<file path="config.mk">
export PLATFORM = sky130hd
export DESIGN_NAME = sqrt_seq_ctrl_flat
export DESIGN_NICKNAME = d
export VERILOG_FILES = /design/src/rtl/sqrt_seq_ctrl_if.sv /design/src/rtl/sqrt_seq_ctrl.sv /design/src/flat_wrapper.sv
export SDC_FILE = /design/constraint.sdc
export NUM_CORES = 1
export LEC_CHECK = 0
export CAP_MARGIN = 20
export CORE_MARGIN = 2
export CORE_UTILIZATION = 40
export DETAILED_ROUTE_END_ITERATION = 6
export GPL_ROUTABILITY_DRIVEN = 0
export PLACE_DENSITY = 0.76
export SYNTH_ARGS = -nofsm -noshare
export SYNTH_HDL_FRONTEND = slang
export SYNTH_SLANG_ARGS = --single-unit
</file>
<file path="constraint.sdc">
create_clock -name clk_i -period 1.54 [get_ports clk_i]
set_clock_uncertainty 0.2 [all_clocks]
set_input_delay 0.231 -clock clk_i [delete_from_list [all_inputs] [get_ports clk_i]]
set_output_delay 0.231 -clock clk_i [all_outputs]
set_load 0.1 [all_outputs]
</file>
<file path="src/rtl/sqrt_seq_ctrl_if.sv">
// rtl/sqrt_seq_ctrl_if.sv - handshake, result and shared-adder signals of sqrt_seq_ctrl
// Optional rem_o member is present only when SQRT_SEQ_REMAINDER_EN is defined.
interface sqrt_seq_ctrl_if #(
  parameter int WIDTH = 16
);
  localparam int ITER = WIDTH / 2;

  logic             in_valid_i;
  logic             in_ready_o;
  logic [WIDTH-1:0] radicand_i;
  logic             out_valid_o;
  logic             out_ready_i;
  logic [ITER-1:0]  root_o;
`ifdef SQRT_SEQ_REMAINDER_EN
  logic [ITER:0]    rem_o;
`endif
  logic [WIDTH-1:0] add_a_o;
  logic [WIDTH-1:0] add_b_o;
  logic             add_ci_o;
  logic [WIDTH-1:0] add_s_i;
  logic             add_co_i;

  modport slave (
`ifdef SQRT_SEQ_REMAINDER_EN
    output rem_o,
`endif
    input  in_valid_i, radicand_i, out_ready_i, add_s_i, add_co_i,
    output in_ready_o, out_valid_o, root_o, add_a_o, add_b_o, add_ci_o
  );

  modport master (
`ifdef SQRT_SEQ_REMAINDER_EN
    input  rem_o,
`endif
    output in_valid_i, radicand_i, out_ready_i, add_s_i, add_co_i,
    input  in_ready_o, out_valid_o, root_o, add_a_o, add_b_o, add_ci_o
  );
endinterface

</file>
<file path="src/rtl/sqrt_seq_ctrl.sv">
// rtl/sqrt_seq_ctrl.sv - iterative integer square root sharing one external WIDTH-bit adder
// Define SQRT_SEQ_REMAINDER_EN to expose the final remainder on rem_o.
module sqrt_seq_ctrl #(
  parameter int WIDTH = 16
) (
  input  logic            clk_i,
  input  logic            rst_ni,
  sqrt_seq_ctrl_if.slave  bus
);
  localparam int ITER = WIDTH / 2;
  localparam int CW   = (ITER > 1) ? $clog2(ITER) : 1;

  typedef enum logic [1:0] {IDLE, CALC, DONE} state_t;

  state_t           state_q, state_d;
  logic [WIDTH-1:0] rem_q;
  logic [WIDTH-1:0] rad_q;
  logic [ITER-1:0]  root_q;
  logic [CW-1:0]    cnt_q;

  logic [WIDTH-1:0] rem_sh;
  logic [WIDTH-1:0] root_ext;
  logic [WIDTH-1:0] trial;
  logic             last_iter;

  always_comb begin
    root_ext  = WIDTH'(root_q);
    rem_sh    = {rem_q[WIDTH-3:0], rad_q[WIDTH-1:WIDTH-2]};
    trial     = {root_ext[WIDTH-3:0], 2'b01};
    last_iter = (cnt_q == CW'(ITER - 1));
  end

  // Adder operands stay at zero outside CALC so the shared adder does not toggle.
  always_comb begin
    state_d         = state_q;
    bus.in_ready_o  = 1'b0;
    bus.out_valid_o = 1'b0;
    bus.add_a_o     = '0;
    bus.add_b_o     = '0;
    bus.add_ci_o    = 1'b0;
    case (state_q)
      IDLE: begin
        bus.in_ready_o = 1'b1;
        if (bus.in_valid_i) state_d = CALC;
      end
      CALC: begin
        bus.add_a_o  = rem_sh;
        bus.add_b_o  = ~trial;
        bus.add_ci_o = 1'b1;
        if (last_iter) state_d = DONE;
      end
      DONE: begin
        bus.out_valid_o = 1'b1;
        if (bus.out_ready_i) state_d = IDLE;
      end
      default: state_d = IDLE;
    endcase
  end

  always_ff @(posedge clk_i or negedge rst_ni) begin
    if (!rst_ni) begin
      state_q <= IDLE;
      rem_q   <= '0;
      rad_q   <= '0;
      root_q  <= '0;
      cnt_q   <= '0;
    end else begin
      state_q <= state_d;
      case (state_q)
        IDLE: begin
          if (bus.in_valid_i) begin
            rad_q  <= bus.radicand_i;
            rem_q  <= '0;
            root_q <= '0;
            cnt_q  <= '0;
          end
        end
        CALC: begin
          // Carry-out of rem_sh + ~trial + 1 is set exactly when rem_sh >= trial.
          if (bus.add_co_i) begin
            rem_q  <= bus.add_s_i;
            root_q <= {root_q[ITER-2:0], 1'b1};
          end else begin
            rem_q  <= rem_sh;
            root_q <= {root_q[ITER-2:0], 1'b0};
          end
          rad_q <= rad_q << 2;
          cnt_q <= cnt_q + 1'b1;
        end
        default: ;
      endcase
    end
  end

  assign bus.root_o = root_q;
`ifdef SQRT_SEQ_REMAINDER_EN
  assign bus.rem_o  = rem_q[ITER:0];
`endif

endmodule

</file>
<file path="src/flat_wrapper.sv">
// flat-port wrapper written by rule: the top's interface ports become plain ports
module sqrt_seq_ctrl_flat 
#(
  parameter int WIDTH = 16
)
  (clk_i, rst_ni, bus_in_valid_i, bus_radicand_i, bus_out_ready_i, bus_add_s_i, bus_add_co_i, bus_in_ready_o, bus_out_valid_o, bus_root_o, bus_add_a_o, bus_add_b_o, bus_add_ci_o);
  sqrt_seq_ctrl_if #(.WIDTH(WIDTH)) bus_i ();
  input  logic clk_i;
  input  logic rst_ni;
  input wire logic [$bits(bus_i.in_valid_i)-1:0] bus_in_valid_i;
  input wire logic [$bits(bus_i.radicand_i)-1:0] bus_radicand_i;
  input wire logic [$bits(bus_i.out_ready_i)-1:0] bus_out_ready_i;
  input wire logic [$bits(bus_i.add_s_i)-1:0] bus_add_s_i;
  input wire logic [$bits(bus_i.add_co_i)-1:0] bus_add_co_i;
  output wire logic [$bits(bus_i.in_ready_o)-1:0] bus_in_ready_o;
  output wire logic [$bits(bus_i.out_valid_o)-1:0] bus_out_valid_o;
  output wire logic [$bits(bus_i.root_o)-1:0] bus_root_o;
  output wire logic [$bits(bus_i.add_a_o)-1:0] bus_add_a_o;
  output wire logic [$bits(bus_i.add_b_o)-1:0] bus_add_b_o;
  output wire logic [$bits(bus_i.add_ci_o)-1:0] bus_add_ci_o;
  assign bus_i.in_valid_i = bus_in_valid_i;
  assign bus_i.radicand_i = bus_radicand_i;
  assign bus_i.out_ready_i = bus_out_ready_i;
  assign bus_i.add_s_i = bus_add_s_i;
  assign bus_i.add_co_i = bus_add_co_i;
  assign bus_in_ready_o = bus_i.in_ready_o;
  assign bus_out_valid_o = bus_i.out_valid_o;
  assign bus_root_o = bus_i.root_o;
  assign bus_add_a_o = bus_i.add_a_o;
  assign bus_add_b_o = bus_i.add_b_o;
  assign bus_add_ci_o = bus_i.add_ci_o;
  sqrt_seq_ctrl #(.WIDTH(WIDTH)) u_core (.clk_i(clk_i), .rst_ni(rst_ni), .bus(bus_i));
endmodule
</file>
Word level (Yosys, flattened, before mapping). Index checks and enable logic that the tools add are counted.

Bits in registers: 43. Word-level logic and storage cells: 36. Output and inout bits: 43.

Eq/ne operators: 6. Multiplexer cells: 19. Add/sub/neg operators: 1. Bitwise operators: 1. Reduce and logical (&&, ||, !) cells: 4.

Operators with widths (count): 16-bit 2-to-1 mux (3); 16-bit case mux with 2 select lines (1); 14-bit 2-to-1 mux (2); 14-bit case mux with 2 select lines (1); 10-bit inverter with 16-bit output (1); 8-bit case mux with 2 select lines (1); 8-bit 2-to-1 mux (1); 2-bit 2-to-1 mux (3); 2-bit case mux with 3 select lines (1); 3-bit case mux with 2 select lines (1); 1-bit 2-to-1 mux (4); 2-bit != test, second input constant (2); 3-bit by 1-bit adder with 3-bit output, second input constant (1); 3-bit equality test, second input constant (1); 3-bit 2-to-1 mux (1); 3-bit AND reduction (1); 2-bit by 1-bit equality test with 1-bit output, second input constant (1); 2-bit equality test, second input constant (1); 2-bit logical NOT (1); 2-bit by 1-bit != test with 1-bit output, second input constant (1); 2-bit AND reduction (1); 2-bit nonzero test (1).

Logic depth before layout (Yosys ltp). Gate-level depths: netlist of run 1.

Word-level depth: 3. Mapped depth: 7.

Worst setup path before layout of run 1. OpenSTA, ideal clock, no wires.

Path type: reg2out. Start point: reg u_core.root_q[0] (netlist: u_core.bus.root_o[0]). End point: out bus_add_b_o[2]. Path slack: -1.058 ns. Required time: 1.109 ns. Path buffers: 0. Arrival: 2.167 ns. Cell stages (with the launch flop): 2. Cell sequence: dfrtp_1 -> nor2_1.

Longest elaborated chain between the ends: 2.

Ends and longest elaborated chain: start: declaration (RTL line sqrt_seq_ctrl.sv:18) `logic [ITER-1:0] root_q;`; start signal: assignment (RTL line sqrt_seq_ctrl.sv:82) `root_q <= {root_q[ITER-2:0], 1'b1};`; start signal: assignment (RTL line sqrt_seq_ctrl.sv:85) `root_q <= {root_q[ITER-2:0], 1'b0};`; 10-bit inverter with 16-bit output (RTL line sqrt_seq_ctrl.sv:48) `bus.add_b_o = ~trial;`; 16-bit 2-to-1 mux (RTL line sqrt_seq_ctrl.sv:41) `case (state_q)`; end: declaration (RTL line flat_wrapper.sv:19) `output wire logic [$bits(bus_i.add_b_o)-1:0] bus_add_b_o;`.

Every way passes these cells.

Worst setup path in the final report of run 1.
Start point: reg u_core.state_q[1]. End point: out bus_add_a_o[3].

Longest elaborated chain between the ends: 2.

Ends and longest elaborated chain: start: declaration (RTL line sqrt_seq_ctrl.sv:15) `state_t state_q, state_d;`; start signal: assignment (RTL line sqrt_seq_ctrl.sv:68) `state_q <= state_d;`; 2-bit by 1-bit equality test with 1-bit output (RTL line sqrt_seq_ctrl.sv:41); 16-bit 2-to-1 mux (RTL line sqrt_seq_ctrl.sv:41); end: declaration (RTL line flat_wrapper.sv:18) `output wire logic [$bits(bus_i.add_a_o)-1:0] bus_add_a_o;`.

Every way passes these cells.

==> out/summary.txt, run 1 <==
first-pass GRT wire length: 9740 µm
num rows: 26
initial DRC count: 177
Synth cell types: 27
final setup vio count: 34
core area: 0.00517 mm²
Fmax achieved: 555 MHz
Max H-tree Level: 2
final core occ: 0.713
WP data arrival: 1.37 ns
Setup crit end kind: primary output
Die Ht: 77.6 µm
final non-filler cell total: 360
WL/cell: 16.5 µm
Post-synth EDFFs: 0
via count: 1927
largest net degree at the start of global routing: 30
Die Width: 77.6 µm
Via-to-Cell Ratio: 5.35
Final Max Slew Viols: 0
vias in the first global route: 1918
share of the synthesized area in the top cell type: 0.497
Nets: 328
clk buf depth: 2
CP Launch Type: flop
Area contributors post-synth: dfrtp_1 50%, o22ai_1 6.9%, mux2i_1 6.5%
Syn. warnings: 0
violated checks: setup timing
status: finished, violations left
sequential element share of the synthesized area: 0.497
crit share post-route: 1.17
io pins: 80
DRC: 0
die area: 0.00602 mm²
top-count cell post-synth: dfrtp_1
DR pass1 iterations: 4
RSZ-0062 raised after global routing: yes
share of layout cells above drive strength 1: 0.372
top fanout value on the critical path: 25
Reg clk slew, reported paths: 0.07 ns
type of the worst setup path: reg -> out
ys async rst share: 1.00
initial antenna violation count: 0
CTS Root Cell: clkbuf_8
grt ovf: 0
Net Count, Synth: 250
area delta synth->final: 70.4%
Final Hold Fails: 0
dpl cells: 347
post-DP HPWL: 4120 µm
WP data required: 1.11 ns
post-synth design cell area: 0.00217 mm²
TritonCTS Buffers: 5
Hold Crit Class: in -> async
GRT Overall Usage: 0.205
R2R cell count: 4
wirelength, routed: 5930 µm
Initial Util: 0.419
biggest area consumer among synthesized cells: dfrtp_1
Clk Latency, worst-skew pair: 0.29 ns
Setup WS post-layout: -0.263 ns
Sum Neg Setup Slack: -7.74 ns
synthesized area per cell: 10.3 µm²
CTS tree: built
FF+latch count, synth: 43
main flop type after synthesis: dfrtp_1
diode count: 0
Commonest cells post-synth: 43 x dfrtp_1, 24 x o22ai_1, 19 x o21ai_0
min Tclk post-route: 1.80 ns
Routed Antenna Nets: 0
max cap viols: 0
clock sink count: 43
Mapped Cells: 211
port buffer count: 76
fillers: 340
[final timing paths]
| kind | from | to | slack, ns |
|---|---|---|---|
| worst max-delay path | u_core.state_q[1]$_DFFE_PN0P_ | bus_add_a_o[3] | -0.26 |
| worst min-delay path | rst_ni | u_core.rem_q[7]$_DFFE_PN0P_ | 0.21 |
| worst max register to register | u_core.state_q[1]$_DFFE_PN0P_ | u_core.rad_q[15]$_DFFE_PN0P_ | 0.06 |
| worst min register to register | u_core.rem_q[12]$_DFFE_PN0P_ | u_core.rem_q[12]$_DFFE_PN0P_ | 0.30 |
| max in group asynchronous | rst_ni | u_core.bus.root_o[4]$_DFFE_PN0P_ | 0.45 |
| min in group clk_i | bus_radicand_i[1] | u_core.rad_q[1]$_DFFE_PN0P_ | 0.29 |
[registers in the layout, summed over array words and instances (netlist names)]
| signal | count |
|---|---|
| u_core.rad_q | 16 |
| u_core.rem_q | 14 |
| u_core.cnt_q | 3 |
| u_core.bus.root_o | 8 |
| u_core.state_q | 2 |
[critical path: stages (launching register included)]
cell	delay, ns
dfrtp_1	0.38
nand2b_4	0.20
inv_12	0.14
and2_4	0.18
buf_12	0.17
[layer usage]
layer,share of wire,GRT usage
met1,0.44,0.269
met2,0.49,0.338
met3,0.061,0.0465
met4,0.014,0.0643
met5,0,0
[layout by cell type (no fill, tap or decap), types with 3 or more instances in the layout]
cell,instances
dfrtp_2,7
clkdlybuf4s50_1,33
nand2_1,18
nor2_4,10
o21ai_0,19
and2_4,14
a22o_1,10
o22ai_1,23
nor2_1,3
mux2i_1,14
a21oi_1,13
clkbuf_8,5
dfrtp_1,36
buf_4,11
buf_12,47
[cells by family after synthesis]
family	share of synthesized area
flip-flops	0.497
adder cells (fa/ha/maj)	0.0116
buffers and inverters	0.0999
other	0.00173
AND/OR/NAND/NOR	0.122
multiplexers	0.0647
AO/OA/AOI/OAI	0.203
[what timing repair did]
action	CTS	global route
endpoints found under the hold margin	43	0
setup buffers	3	1
setup endpoints to repair	34	60
resized for setup	8	5
hold buffers	1	0
pin swaps	4	3
cloned	2	0
[final cells by class]
type,instances,area [µm²],share of cell area
timing repair buffer,96,1420,0.384
sequential,43,1080,0.294
multi-input combinational,140,992,0.269
tap,70,87.6,0.0237
clock buffer,7,76.3,0.0207
inverter,3,26.3,0.00712
clock inverter,1,5.00,0.00136
[through the flow]
| step | hold WS [ns] | cell area [µm²] | setup WS [ns] |
|---|---|---|---|
| 4_1_cts | 0.197 | 3700 | -0.282 |
| 3_3_place_gp | -0.0445 | 3520 | -0.0832 |
| 2_1_floorplan | -0.265 | 2340 | -0.301 |
| 5_1_grt | 0.242 | 3690 | -0.315 |
| 6_report | 0.210 | 3690 | -0.263 |
| 3_5_place_dp | -0.0459 | 3520 | -0.169 |
Power of run 1 is left out: the tool's default activity adds up to more than one toggle a clock period on the data nets, which glitch-free logic cannot reach.
==> inputs of run 2 (changes only) <==
- SETUP_SLACK_MARGIN: default -> 0.3
==> run 2 against run 1 <==
The flow still finishes with violations (setup timing). Wire length up 36%. Final area grew 15%. Clock-buffer cell count unchanged. Fmax fell by 2.8%. Critical path type unchanged. Critical endpoint is now bus_add_a_o[15].
==> out/summary.txt, run 2 (same netlist as run 1, synthesis figures left out) <==
met3 WL: 478 µm (was 359 µm)
Initial Util: 0.419 (unchanged)
post-DP HPWL: 4230 µm (was 4120 µm)
largest net degree at the start of global routing: 30 (unchanged)
Via-to-Cell Ratio: 5.66 (was 5.35)
most frequent cells in the layout: 47 x buf_12, 35 x dfrtp_1, 32 x clkdlybuf4s50_1 (was 47 x buf_12, 36 x dfrtp_1, 33 x clkdlybuf4s50_1)
CP Launch Type: flop (unchanged)
die area: 0.00602 mm² (unchanged)
via count: 2152 (was 1927)
Fmax achieved: 539 MHz (was 555 MHz)
Routed Antenna Nets: 0 (unchanged)
diode count: 0 (unchanged)
top cell family by delay on the critical path: simple AND/OR/NAND/NOR gates (was flip-flops)
DR pass1 iterations: 4 (unchanged)
Nets: 348 (was 328)
crit share post-route: 1.20 (was 1.17)
slowest stage delay, CP: 0.38 ns (about the same)
core area: 0.00517 mm² (unchanged)
clk buf depth: 2 (unchanged)
share of layout cells above drive strength 1: 0.561 (was 0.372)
WL/cell: 21.2 µm (was 16.5 µm)
port buffer count: 76 (unchanged)
Largest Register: u_core.rad_q (unchanged)
min Tclk post-route: 1.85 ns (was 1.80 ns)
Clk Latency, worst-skew pair: 0.31 ns (was 0.29 ns)
area delta synth->final: 96.3% (was 70.4%)
first-pass GRT wire length: 11300 µm (was 9740 µm)
WP data required: 1.11 ns (about the same)
CTS tree: built (unchanged)
Final Hold Fails: 0 (unchanged)
wirelength, routed: 8070 µm (was 5930 µm)
vias in the first global route: 2109 (was 1918)
R2R cell count: 9 (was 4)
type of the worst setup path: reg -> out (unchanged)
TritonCTS Buffers: 5 (unchanged)
DRC: 0 (unchanged)
Die Width: 77.6 µm (unchanged)
met1 wire length: 3180 µm (was 2590 µm)
final non-filler cell total: 380 (was 360)
status: finished, violations left (unchanged)
max FFs per register: 16 (unchanged)
cells along the critical path: nand2b_4, inv_12, and2_2, buf_12 (was nand2b_4, inv_12, and2_4, buf_12)
Setup WS post-layout: -0.314 ns (was -0.263 ns)
grt ovf: 0 (unchanged)
fillers: 268 (was 340)
Setup crit end kind: primary output (unchanged)
Reg clk slew, reported paths: 0.09 ns (was 0.07 ns)
flop2flop setup slack: -0.31 ns (was 0.06 ns)
fin area: 0.00425 mm² (was 0.00369 mm²)
Max H-tree Level: 2 (unchanged)
final core occ: 0.822 (was 0.713)
Buf/Inv on CP: 2 (unchanged)
CTS Root Cell: clkbuf_8 (unchanged)
Die Ht: 77.6 µm (unchanged)
commonest non-fill, non-tap cell in the layout: buf_12 (unchanged)
initial antenna violation count: 0 (unchanged)
violated checks: setup timing (unchanged)
io pins: 80 (unchanged)
clock sink count: 43 (unchanged)
terminus of the critical flop-to-flop path: u_core.rad_q[7]$_DFFE_PN0P_ (was u_core.rad_q[15]$_DFFE_PN0P_)
worst hold slack: 0.166 ns (was 0.210 ns)
RSZ-0062 raised after global routing: yes (unchanged)
Final Max Slew Viols: 0 (unchanged)
final setup vio count: 75 (was 34)
placed cell area: 0.00351 mm² (was 0.00352 mm²)
cell at the slowest stage of the critical path: dfrtp_1 (unchanged)
top fanout value on the critical path: 15 (was 25)
highest metal used: met4 (unchanged)
max cap viols: 0 (unchanged)
Hold Crit Class: in -> async (unchanged)
wire length on met2: 4200 µm (was 2900 µm)
GRT Overall Usage: 0.240 (was 0.205)
FF-to-FF Start: u_core.state_q[1]$_DFFE_PN0P_ (unchanged)
WP data arrival: 1.42 ns (was 1.37 ns)
num rows: 26 (unchanged)
initial DRC count: 143 (was 177)
dpl cells: 347 (unchanged)
==> run 2: through the flow <==
step | setup slack (ns) | TNS, ns
2_1_floorplan | -0.301 | -8.88
3_3_place_gp | -0.0887 | -1.70
3_5_place_dp | -0.144 | -4.12
4_1_cts | -0.268 | -11.66
5_1_grt | -0.340 | -21.54
6_report | -0.314 | -19.66
==> run 2: area by class of cell <==
class / instances / area [µm²] / area share
timing repair buffer: 115 / 1660 / 0.391
multi-input combinational: 140 / 1300 / 0.305
sequential: 43 / 1090 / 0.255
tap: 70 / 87.6 / 0.0206
clock buffer: 7 / 76.3 / 0.0180
inverter: 3 / 26.3 / 0.00618
timing repair inverter: 1 / 11.3 / 0.00265
clock inverter: 1 / 5.00 / 0.00118
==> run 2: worst max path at each step <==
stage,start,endpoint,slack (ns),cells past startpoint
6_report,u_core.state_q[1]$_DFFE_PN0P_,bus_add_a_o[15],-0.31,4
3_5_place_dp,bus_in_valid_i,u_core.rad_q[6]$_DFFE_PN0P_,-0.14,5
3_3_place_gp,bus_in_valid_i,u_core.rad_q[14]$_DFFE_PN0P_,-0.09,4
2_1_floorplan,u_core.state_q[1]$_DFFE_PN0P_,bus_add_b_o[2],-0.30,5
4_1_cts,u_core.state_q[1]$_DFFE_PN0P_,bus_add_a_o[1],-0.27,4
5_1_grt,u_core.state_q[1]$_DFFE_PN0P_,u_core.rad_q[3]$_DFFE_PN0P_,-0.34,9
==> run 2: what timing repair did <==
item	CTS	global route
endpoints found under the setup margin	85	101
endpoints found under the hold margin	15	0
gates cloned	5	2
hold buffers	1	0
pin swaps	27	14
gates resized for setup	60	51
setup buffers	14	3
==> run 2: per-layer routing <==
metal | vias up | GRT usage
met1 | 1088 | 0.309
li1 | 947 | -
met5 | - | 0
met3 | 19 | 0.0547
met2 | 98 | 0.400
met4 | 0 | 0.0750
==> run 2: worst reg2reg max path: stages (launching register included) <==
cell	delay, ns
dfrtp_1	0.38
buf_4	0.13
buf_4	0.13
buf_6	0.13
buf_4	0.13
buf_6	0.12
nand2b_4	0.16
buf_8	0.17
o22ai_2	0.11
a21oi_1	0.08
Power of run 2 is left out for the same reason.
